===== src/rtl/pc_redirect_pkg.sv =====
// Shared types and defaults for the fetch-PC redirect sequencer.
package pc_redirect_pkg;

  typedef enum logic [1:0] {
    RUN  = 2'd0,
    PEND = 2'd1,
    TRAP = 2'd2
  } state_e;

  typedef enum logic [2:0] {
    SRC_NONE = 3'd0,
    SRC_BR   = 3'd1,
    SRC_J    = 3'd2,
    SRC_JR   = 3'd3,
    SRC_ERET = 3'd4,
    SRC_EXC  = 3'd5
  } src_e;

  localparam logic [31:0] DEF_RESET_PC   = 32'h0040_0000;
  localparam logic [31:0] DEF_EXC_VECTOR = 32'h0040_0004;

endpackage


===== src/rtl/pc_target_calc.sv =====
// Decode-stage target arithmetic: delay-slot PC, J-format target, branch target.
module pc_target_calc
  import pc_redirect_pkg::*;
(
  input  logic [31:0] id_pc,
  input  logic [25:0] jmp_imm,
  input  logic [15:0] br_off,
  output logic [31:0] slot_pc,
  output logic [31:0] j_tgt,
  output logic [31:0] br_tgt
);

  logic [31:0] br_disp;

  always_comb begin
    slot_pc = id_pc + 32'd4;
    j_tgt   = {slot_pc[31:28], jmp_imm, 2'b00};
    br_disp = {{14{br_off[15]}}, br_off, 2'b00};
    // Wraps modulo 2^32 by construction.
    br_tgt  = slot_pc + br_disp;
  end

endmodule


===== src/rtl/pc_redirect_ctrl.sv =====
// Fetch-PC owner: prioritises redirects, holds stalled targets, enters traps.
//
// state | meaning
// RUN   | normal fetch, PC advances or takes a redirect
// PEND  | redirect latched in pend_tgt, waiting for stall to drop
// TRAP  | exc/eret target just loaded, flush asserted this cycle
module pc_redirect_ctrl
  import pc_redirect_pkg::*;
#(
  parameter logic [31:0] RESET_PC   = DEF_RESET_PC,
  parameter logic [31:0] EXC_VECTOR = DEF_EXC_VECTOR
) (
  input  logic        clk,
  input  logic        rst,
  input  logic        stall,
  input  logic [31:0] id_pc,
  input  logic        jmp_req,
  input  logic [25:0] jmp_imm,
  input  logic        br_req,
  input  logic        br_taken,
  input  logic [15:0] br_off,
  input  logic        jr_req,
  input  logic [31:0] jr_target,
  input  logic        exc_req,
  input  logic        eret_req,
  input  logic [31:0] epc,
  output logic [31:0] pc_out,
  output logic        flush,
  output logic        slot_pending,
  output logic        misalign_err
);

  logic [31:0] slot_pc;
  logic [31:0] j_tgt;
  logic [31:0] br_tgt;

  pc_target_calc u_target_calc (
    .id_pc   (id_pc),
    .jmp_imm (jmp_imm),
    .br_off  (br_off),
    .slot_pc (slot_pc),
    .j_tgt   (j_tgt),
    .br_tgt  (br_tgt)
  );

  src_e        src;
  logic [31:0] req_tgt;
  logic        is_trap_src;
  logic        is_dec_src;

  always_comb begin
    src     = SRC_NONE;
    req_tgt = '0;
    if (exc_req) begin
      src     = SRC_EXC;
      req_tgt = EXC_VECTOR;
    end else if (eret_req) begin
      src     = SRC_ERET;
      req_tgt = epc;
    end else if (jr_req) begin
      src     = SRC_JR;
      req_tgt = jr_target;
    end else if (jmp_req) begin
      src     = SRC_J;
      req_tgt = j_tgt;
    end else if (br_req && br_taken) begin
      src     = SRC_BR;
      req_tgt = br_tgt;
    end
    is_trap_src = (src == SRC_EXC) || (src == SRC_ERET);
    is_dec_src  = (src == SRC_BR) || (src == SRC_J) || (src == SRC_JR);
  end

  state_e      state_q, state_d;
  logic [31:0] pc_q, pc_d;
  logic [31:0] pend_tgt_q, pend_tgt_d;
  logic        flush_q, flush_d;
  logic        slot_pending_q, slot_pending_d;
  logic        misalign_q, misalign_d;

  always_comb begin
    state_d    = state_q;
    pc_d       = pc_q;
    pend_tgt_d = pend_tgt_q;
    flush_d    = 1'b0;
    misalign_d = misalign_q;

    if (is_trap_src) begin
      // Traps bypass stall and discard any waiting redirect.
      pc_d       = req_tgt;
      pend_tgt_d = '0;
      state_d    = TRAP;
      flush_d    = 1'b1;
    end else begin
      unique case (state_q)
        RUN: begin
          if (is_dec_src) begin
            if (src == SRC_JR && jr_target[1:0] != 2'b00) misalign_d = 1'b1;
            if (stall) begin
              pend_tgt_d = req_tgt;
              state_d    = PEND;
            end else begin
              pc_d = req_tgt;
            end
          end else if (!stall) begin
            pc_d = pc_q + 32'd4;
          end
        end
        PEND: begin
          if (!stall) begin
            pc_d    = pend_tgt_q;
            state_d = RUN;
          end
        end
        TRAP: begin
          state_d = RUN;
          if (!stall) pc_d = pc_q + 32'd4;
        end
        default: state_d = RUN;
      endcase
    end

    slot_pending_d = (state_d == PEND);
  end

  always_ff @(posedge clk or posedge rst) begin
    if (rst) begin
      state_q        <= RUN;
      pc_q           <= RESET_PC;
      pend_tgt_q     <= '0;
      flush_q        <= 1'b0;
      slot_pending_q <= 1'b0;
      misalign_q     <= 1'b0;
    end else begin
      state_q        <= state_d;
      pc_q           <= pc_d;
      pend_tgt_q     <= pend_tgt_d;
      flush_q        <= flush_d;
      slot_pending_q <= slot_pending_d;
      misalign_q     <= misalign_d;
    end
  end

  assign pc_out       = pc_q;
  assign flush        = flush_q;
  assign slot_pending = slot_pending_q;
  assign misalign_err = misalign_q;

endmodule


===== config.mk =====
export PLATFORM = sky130hd
export DESIGN_NAME = pc_redirect_ctrl
export DESIGN_NICKNAME = d
export VERILOG_FILES = /design/src/rtl/pc_redirect_pkg.sv /design/src/rtl/pc_target_calc.sv /design/src/rtl/pc_redirect_ctrl.sv
export SDC_FILE = /design/constraint.sdc
export NUM_CORES = 1
export LEC_CHECK = 0
export ABC_CLOCK_PERIOD_IN_PS = 3050
export CAP_MARGIN = 15
export CORE_MARGIN = 2
export CORE_UTILIZATION = 40
export DETAILED_ROUTE_END_ITERATION = 8
export PLACE_DENSITY = 0.77
export SYNTH_ARGS = -nofsm -noshare
export SYNTH_HDL_FRONTEND = slang
export SYNTH_SLANG_ARGS = --single-unit
export TNS_END_PERCENT = 10

===== constraint.sdc =====
create_clock -name clk -period 3.05 [get_ports clk]
set_input_delay 0.61 -clock clk [delete_from_list [all_inputs] [get_ports clk]]
set_output_delay 0.61 -clock clk [all_outputs]
set_load 0.05 [all_outputs]

==> metrics, run 1 <==
internal power between 0.002 and 0.0025 W; Clock Skew 0.006802 ns; htree depth 3; top cells by area, synth dfrtp_1, ha_1, nand2_1; core area 17300 um2; Clock Pin Slew Worst Setup and Hold Paths 0.05 ns; Initial Util between 40% and 50%; max incr delay on CP 0.47 ns; vias in the first global route 8690; Flop pwr share 27.4%; RSZ-0062 raised after global routing yes; critical path peak fanout 3; Async SR Flop Fraction 100.0%; worst-path cell chain clkdlybuf4s50_1 -> and4_1 -> and2_4 -> nand3_4 -> nor3_2 -> xor2_1 -> ha_1 -> a21o_1 -> a21o_1 -> a21oi_4 -> o21ai_4 -> mux2_4 -> a211oi_4 -> a2bb2oi_2 -> a21oi_1; Worst Tran Pin Value 1.035 ns; RD Place Congestion 0.9859; # IOs 182; max-slew violation count 0; #FFs+latches synth 69; fin area 11480 um2; post-synth top area share 24.04%; post-synth cell types 80; routed len/inst 19.09 um; fin crit period roughly 3.6 ns; filler cell count 1421; Tot Pwr 0.003892 W; Inserted Diodes 0; global route overflow 0; CTS Hold Bufs 0; clk_lat worst skew 0.34 ns; Root Buffer clkbuf_16; Post-synth top cells nand2_1, nor2_1, a21oi_1; period utilization 116.6%; multi-input logic area 5527 um2; initial antenna violation count 0; Final Net Count 1499; Gate power share a little under half; Core Util, Final 66.37%; worst hold path class reg -> reg; sw power 0.001422 W; Detail Placement HPWL 22120 um; Synth Cell Area 7079 um2; drc violations 0; post-synthesis cell count 949; kind of critical path in -> reg; Slew HR 30.98%; via count about 9000; outcome finished, violations left; clock network fraction of total power 26.2%; DRT iter0 DRCs 910; CTS tree yes; yosys warns 0; final wirelength 29400 um; Post-DP Area approximately 11000 um2; share of cells above drive strength 1 roughly 28%; Die ar. around 19000 um2; Switching Share 36.53%; DIE WIDTH 137.0 um; crit start category input pin; # rows 48; Clock Tree Buf Depth 2; Req. time, crit path roughly 3.3 ns; Final Setup Violations 40; ys flop type dfrtp_1; largest net degree at the start of global routing 70; failing checks setup timing; area leader, netlist dfrtp_1; Max Cap Viol 0; Net Count, Synth 1136; top-count cell post-synth nand2_1; Slowest-stage cell, CP clkdlybuf4s50_1; post-synthesis sequential area ratio around a quarter; die height ~140 um; FMAX 281.3 MHz; # port buffers 181; Antenna Nets Post-Route 0; synth-to-layout area growth 62.16%; Total Routing Usage GR 30.56%; final hold vios 0; vias per cell 5.872; number of flops mapped to enable cells by yosys 0; first-pass GRT wire length 44880 um; CP Data Arrival Time roughly 3.8 ns; Worst Setup End Kind flop; family with the most delay on the worst path compound AO/OA/AOI/OAI gates; clock sinks 69; P_leak 4.987 nW; most used cell, CP a21o_1; Reg area 1728 um2; pwr/cell area around 340 nW/um2; fin worst setup slack -0.5049 ns; 1st-pass router iterations 6; CP bufs+invs 1; number of buffers created by CTS 9; Max VDD drop approximately 360 uV; average size of a mapped cell 7.460 um2
-- sequential cells by signal, indices dropped and copies added (netlist names) --
name	cells
flush	1
misalign_err	1
pend_tgt_q	32
pc_out	32
slot_pending	1
state_q	2
-- layout by cell type, fill, tap and decap left out, drive strengths merged, types with 32 or more instances in the layout --
master,count
clkdlybuf4s50,159
nand2,112
nor2,99
buf,244
o21ai,70
nand3,55
ha,39
xnor2,43
dfrtp,68
xor2,32
a21oi,82
-- metal layers --
metal  vias up  share of wire, %  GRT usage (%)  routed length [um]
li1       4225                 -              -                   -
met1      4216                40          38.84               11710
met2       500                48          51.93               14160
met3       102               8.0          4.037                2366
met4         0               4.0          12.83                1171
met5         -                 0              0                   0
-- power by group through the flow --
| stage | sequential (W) | combinational [W] | clock, W |
|---|---|---|---|
| 3_3_place_gp | 0.00108 | 0.00163 | 0 |
| 5_1_grt | 0.00107 | 0.00191 | 0.00107 |
| 2_1_floorplan | 0.00125 | 0.000659 | 0 |
| 6_report | 0.00107 | 0.00180 | 0.00102 |
| 3_5_place_dp | 0.00108 | 0.00164 | 0 |
| 4_1_cts | 0.00106 | 0.00173 | 0.00102 |
-- cell families (layout without fill, tap and decap cells) --
logic type | count (synthesis) | after routing | synth area share (%)
fa+ha+maj | 40 | 40 | 7.176
buf+inv | 86 | 452 | 4.807
xor+xnor | 75 | 75 | 9.279
simple gates | 365 | 365 | 24.41
flops | 69 | 69 | 24.41
mux | 10 | 10 | 1.538
compound gates | 304 | 304 | 28.39
-- stage by stage --
| step | cells | hold WS [ns] | TNS, ns | worst slack, ns |
|---|---|---|---|---|
| 6_report | 1540 | 0.4804 | -8.416 | -0.5049 |
| 5_1_grt | 1540 | 0.5062 | -15.28 | -0.6382 |
| 4_1_cts | 1535 | 0.4786 | -7.630 | -0.4433 |
| 3_5_place_dp | 1503 | 0.4716 | -54.66 | -1.443 |
| 3_3_place_gp | 1503 | 0.4724 | -49.83 | -1.272 |
| 2_1_floorplan | 949 | 0.4665 | -6.695 | -0.5140 |
-- path summary, 6_finish.rpt --
kind,start,end,slack [ns],cells past startpoint
worst max-delay path,id_pc[21],pc_out[31]$_DFFE_PP0P_,-0.50,15
worst min-delay path,misalign_err$_DFFE_PP0P_,misalign_err$_DFFE_PP0P_,0.48,1
worst max register to register,pc_out[11]$_DFFE_PP0P_,pc_out[31]$_DFFE_PP0P_,0.38,8
worst min register to register,misalign_err$_DFFE_PP0P_,misalign_err$_DFFE_PP0P_,0.48,1
max in group asynchronous,rst,pc_out[22]$_DFFE_PP1P_,2.04,3
min in group asynchronous,rst,flush$_DFF_PP0_,0.65,3
-- cell type report --
cell class                      count  share of cell area [%]
Sequential cell                    69                   15.05
Inverter                           29                  0.9482
Tap cell                          225                   2.452
Clock buffer                       12                   2.147
Timing Repair Buffer              409                   30.95
Multi-Input combinational cell    794                   48.14
Clock inverter                      2                  0.3052
-- worst reg2reg max path, stage by stage (launching register included) --
cell and delay [ns]:
dfrtp_1 0.52, nand4_1 0.26, or2_2 0.40, nor3_2 0.30, nand4_1 0.20, or3_1 0.33
a32oi_1 0.30, a2bb2oi_2 0.10, a21oi_1 0.18
-- timing repair --
item / in CTS / in global routing
setup endpoints to repair: 54 / 49
endpoints found under the hold margin: 0 / 0
buffers inserted: 18 / 5
resized for setup: 164 / 41
pin swaps: 71 / 30
Note: power is estimated with default switching activity, not from simulation.
==> run 2, diff against run 1 <==
ABC_CLOCK_PERIOD_IN_PS = 3140   (was 3050)
DONT_BUFFER_PORTS = 1   (was default)
PLACE_DENSITY = 0.65   (was 0.77)
clock period = 3.14 ns   (was 3.05 ns; I/O delays follow)
==> run 2 against run 1 <==
  * Critical path depth decreased by 1
  * Final cell count fell by 15%
  * Critical endpoint unchanged
  * Clock skew is 0.0015 ns lower
  * Via count shrank 12%
  * Clock power is 8% lower
  * The run still ends with setup timing left
  * Register-to-register slack worse by 0.05 ns
  * Combinational power shrank 25%
  * Non-clock buffer count shrank 238
==> metrics, run 2 (synthesized netlist as in run 1, its figures left out) <==
critical path peak fanout 5 (was 3); Switching Share 37.56% (was 36.53%); Slowest-stage cell, CP o311a_4 (was clkdlybuf4s50_1); outcome finished, violations left (unchanged); Place WS -0.6865 ns (was -1.443 ns); 1st-pass router iterations 6 (unchanged); family with the most delay on the worst path compound AO/OA/AOI/OAI gates (unchanged); max incr delay on CP 0.42 ns (was 0.47 ns); Critical path origin id_pc[8] (was id_pc[21]); # IOs 182 (unchanged); Reg area 1728 um2 (unchanged); share of cells above drive strength 1 26.04% (was 28.14%); clk_lat worst skew 0.33 ns (was 0.34 ns); kind of critical path in -> reg (unchanged); Worst R2R Path Depth 10 (was 8); initial antenna violation count 3 (was 0); clock network fraction of total power 28.3% (was 26.2%); most frequent cells in the layout buf_4, nand2_1, nor2_1 (was buf_4, clkdlybuf4s50_1, nand2_1); final wirelength 26660 um (was 29400 um); hold slack 0.3611 ns (was 0.4804 ns); commonest non-fill, non-tap cell in the layout buf_4 (unchanged); period utilization 106.5%; Initial Util 40.93% (unchanged); htree depth 3 (unchanged); Final Net Count 1261 (was 1499); R2R Setup Slk 0.33 ns (was 0.38 ns); vias per cell 6.068 (was 5.872); first-pass GRT wire length 41010 um (was 44880 um); number of buffers created by CTS 9 (unchanged); filler cell count 1667 (was 1421); Clock Pin Slew Worst Setup and Hold Paths 0.05 ns (about the same); placed cell count 1279 (was 1503); Flop pwr share 31.1% (was 27.4%); reg2reg start pc_out[3]$_DFFE_PP0P_ (was pc_out[11]$_DFFE_PP0P_); routed len/inst 20.40 um (was 19.09 um); Req. time, crit path 3.36 ns (was 3.27 ns); Detail Placement HPWL 20480 um (was 22120 um); max-slew violation count 0 (unchanged); Die ar. 18780 um2 (unchanged); FMAX 299.1 MHz; via count 7931 (was 9043); CTS tree yes (unchanged); drc violations 0 (unchanged); fin crit period 3.343 ns; failing checks setup timing (unchanged); Max Cap Viol 0 (unchanged); Clock Tree Buf Depth 2 (unchanged); worst-path cell chain and4_4 -> buf_6 -> nand4_1 -> xnor2_1 -> ha_1 -> and4_4 -> a41o_1 -> a211oi_4 -> o311a_4 -> o21ai_4 -> mux2_4 -> a211oi_4 -> a2bb2oi_1 -> a21oi_1 (was clkdlybuf4s50_1 -> and4_1 -> and2_4 -> nand3_4 -> nor3_2 -> xor2_1 -> ha_1 -> a21o_1 -> a21o_1 -> a21oi_4 -> o21ai_4 -> mux2_4 -> a211oi_4 -> a2bb2oi_2 -> a21oi_1); Final Setup Violations 23 (was 40); RSZ-0062 raised after global routing yes (unchanged); Root Buffer clkbuf_16 (unchanged); internal power 0.002078 W (was 0.002470 W); Post-Layout Cell Count 1307 (was 1540); CTS Hold Bufs 0 (unchanged); CP Data Arrival Time 3.56 ns (was 3.77 ns); vias in the first global route 7511 (was 8690); pwr/cell area 363.3 nW/um2 (was 339.1 nW/um2); Antenna Nets Post-Route 0 (unchanged); Slew HR 15.49% (was 30.98%); synth-to-layout area growth 29.43% (was 62.16%); CP bufs+invs 1 (unchanged); Clock Skew 0.005281 ns (was 0.006802 ns); largest net degree at the start of global routing 70 (unchanged); core area 17300 um2 (unchanged); Worst Tran Pin Value 1.254 ns (was 1.035 ns); RD Place Congestion 0.9461 (was 0.9859); setup TNS -1.955 ns (was -8.416 ns); fin worst setup slack -0.2033 ns (was -0.5049 ns); P_leak 3.932 nW (was 4.987 nW); # port buffers 0 (was 181); DIE WIDTH 137.0 um (unchanged); global route overflow 0 (unchanged); crit start category input pin (unchanged); Worst Setup End Kind flop (unchanged); # rows 48 (unchanged); final hold vios 0 (unchanged); multi-input logic area 5445 um2 (was 5527 um2); DRT iter0 DRCs 719 (was 910); clock sinks 69 (unchanged); sw power 0.001250 W (was 0.001422 W); die height 137.0 um (unchanged); number of cells on the critical path 14 (was 15); Core Util, Final 52.97% (was 66.37%); Total Routing Usage GR 28.12% (was 30.56%); worst hold path class in -> reg (was reg -> reg); Worst Setup EP pc_out[31]$_DFFE_PP0P_ (unchanged); Gate power share 40.6% (was 46.4%); terminus of the critical flop-to-flop path pc_out[28]$_DFFE_PP0P_ (was pc_out[31]$_DFFE_PP0P_); Max VDD drop 274.1 uV (was 362.7 uV)
-- run 2: changes by cell type in the layout (fill, tap and decap cells not counted), sizes merged, moves of 2 or more --
cell | before | now
clkdlybuf4s50 | 159 | 0
buf | 244 | 171
dlygate4sd2 | 4 | 0
diode | 0 | 3
clkdlybuf4s15 | 2 | 0
clkinvlp | 0 | 2
-- run 2: cell type report --
type / count / area share, %
Timing Repair Buffer: 171 / 14.31
Tap cell: 225 / 3.073
Clock buffer: 13 / 2.840
Clock inverter: 3 / 0.2185
Sequential cell: 69 / 18.86
Inverter: 29 / 1.188
Antenna cell: 3 / 0.08193
Multi-Input combinational cell: 794 / 59.43
-- run 2: how the worst min path moves through the flow --
stage               slack (ns)                          to                        from  cells past startpoint
floorplan                 0.47  pend_tgt_q[16]$_DFFE_PP0P_  pend_tgt_q[16]$_DFFE_PP0P_                      2
global placement          0.48  pend_tgt_q[12]$_DFFE_PP0P_  pend_tgt_q[12]$_DFFE_PP0P_                      2
detailed placement        0.49  pend_tgt_q[15]$_DFFE_PP0P_  pend_tgt_q[15]$_DFFE_PP0P_                      2
CTS                       0.35  pend_tgt_q[27]$_DFFE_PP0P_                     exc_req                      1
global route              0.34  pend_tgt_q[27]$_DFFE_PP0P_                     exc_req                      1
finish                    0.36  pend_tgt_q[10]$_DFFE_PP0P_                     exc_req                      1
-- run 2: timing repair --
action / CTS / global route
setup buffers: 7 / 2
pin swaps: 34 / 30
setup endpoints to repair: 34 / 43
gates resized for setup: 53 / 44
-- run 2: worst register-to-register path, delay by kind of cell (launching register included) --
kind	cells	cell delay (ns)
AOI/OAI and AO/OA	3	0.70
xor gates and xnor gates	1	0.17
adders and majority gates	1	0.20
DFF	1	0.39
and+or+nand+nor	5	1.28
-- run 2: stage by stage --
stage / total power, W / area (um2)
floorplan: 0.001851 / 7114
global placement: 0.002282 / 8386
detailed placement: 0.002292 / 8386
CTS: 0.003289 / 8964
global route: 0.003497 / 9158
finish: 0.003328 / 9163
-- run 2: power groups by stage --
stage / registers [W] / clock network, W / logic [W]
after global placement: 0.00105 / 0 / 0.00123
after CTS: 0.00104 / 0.000955 / 0.00130
after floorplan: 0.00121 / 0 / 0.000641
final: 0.00104 / 0.000940 / 0.00135
after detailed placement: 0.00105 / 0 / 0.00124
after global routing: 0.00104 / 0.00100 / 0.00145
-- run 2: metal layers --
metal | track usage, % | wire (um)
met1 | 35.47 | 10660
met2 | 45.30 | 12310
met3 | 9.370 | 2842
met4 | 8.877 | 841
met5 | 0 | 0
==> run 3, diff against run 2 <==
GPL_ROUTABILITY_DRIVEN = 1   (was default)
==> results of run 3 <==
Final layout, timing and power as in run 2 (identical DEF).
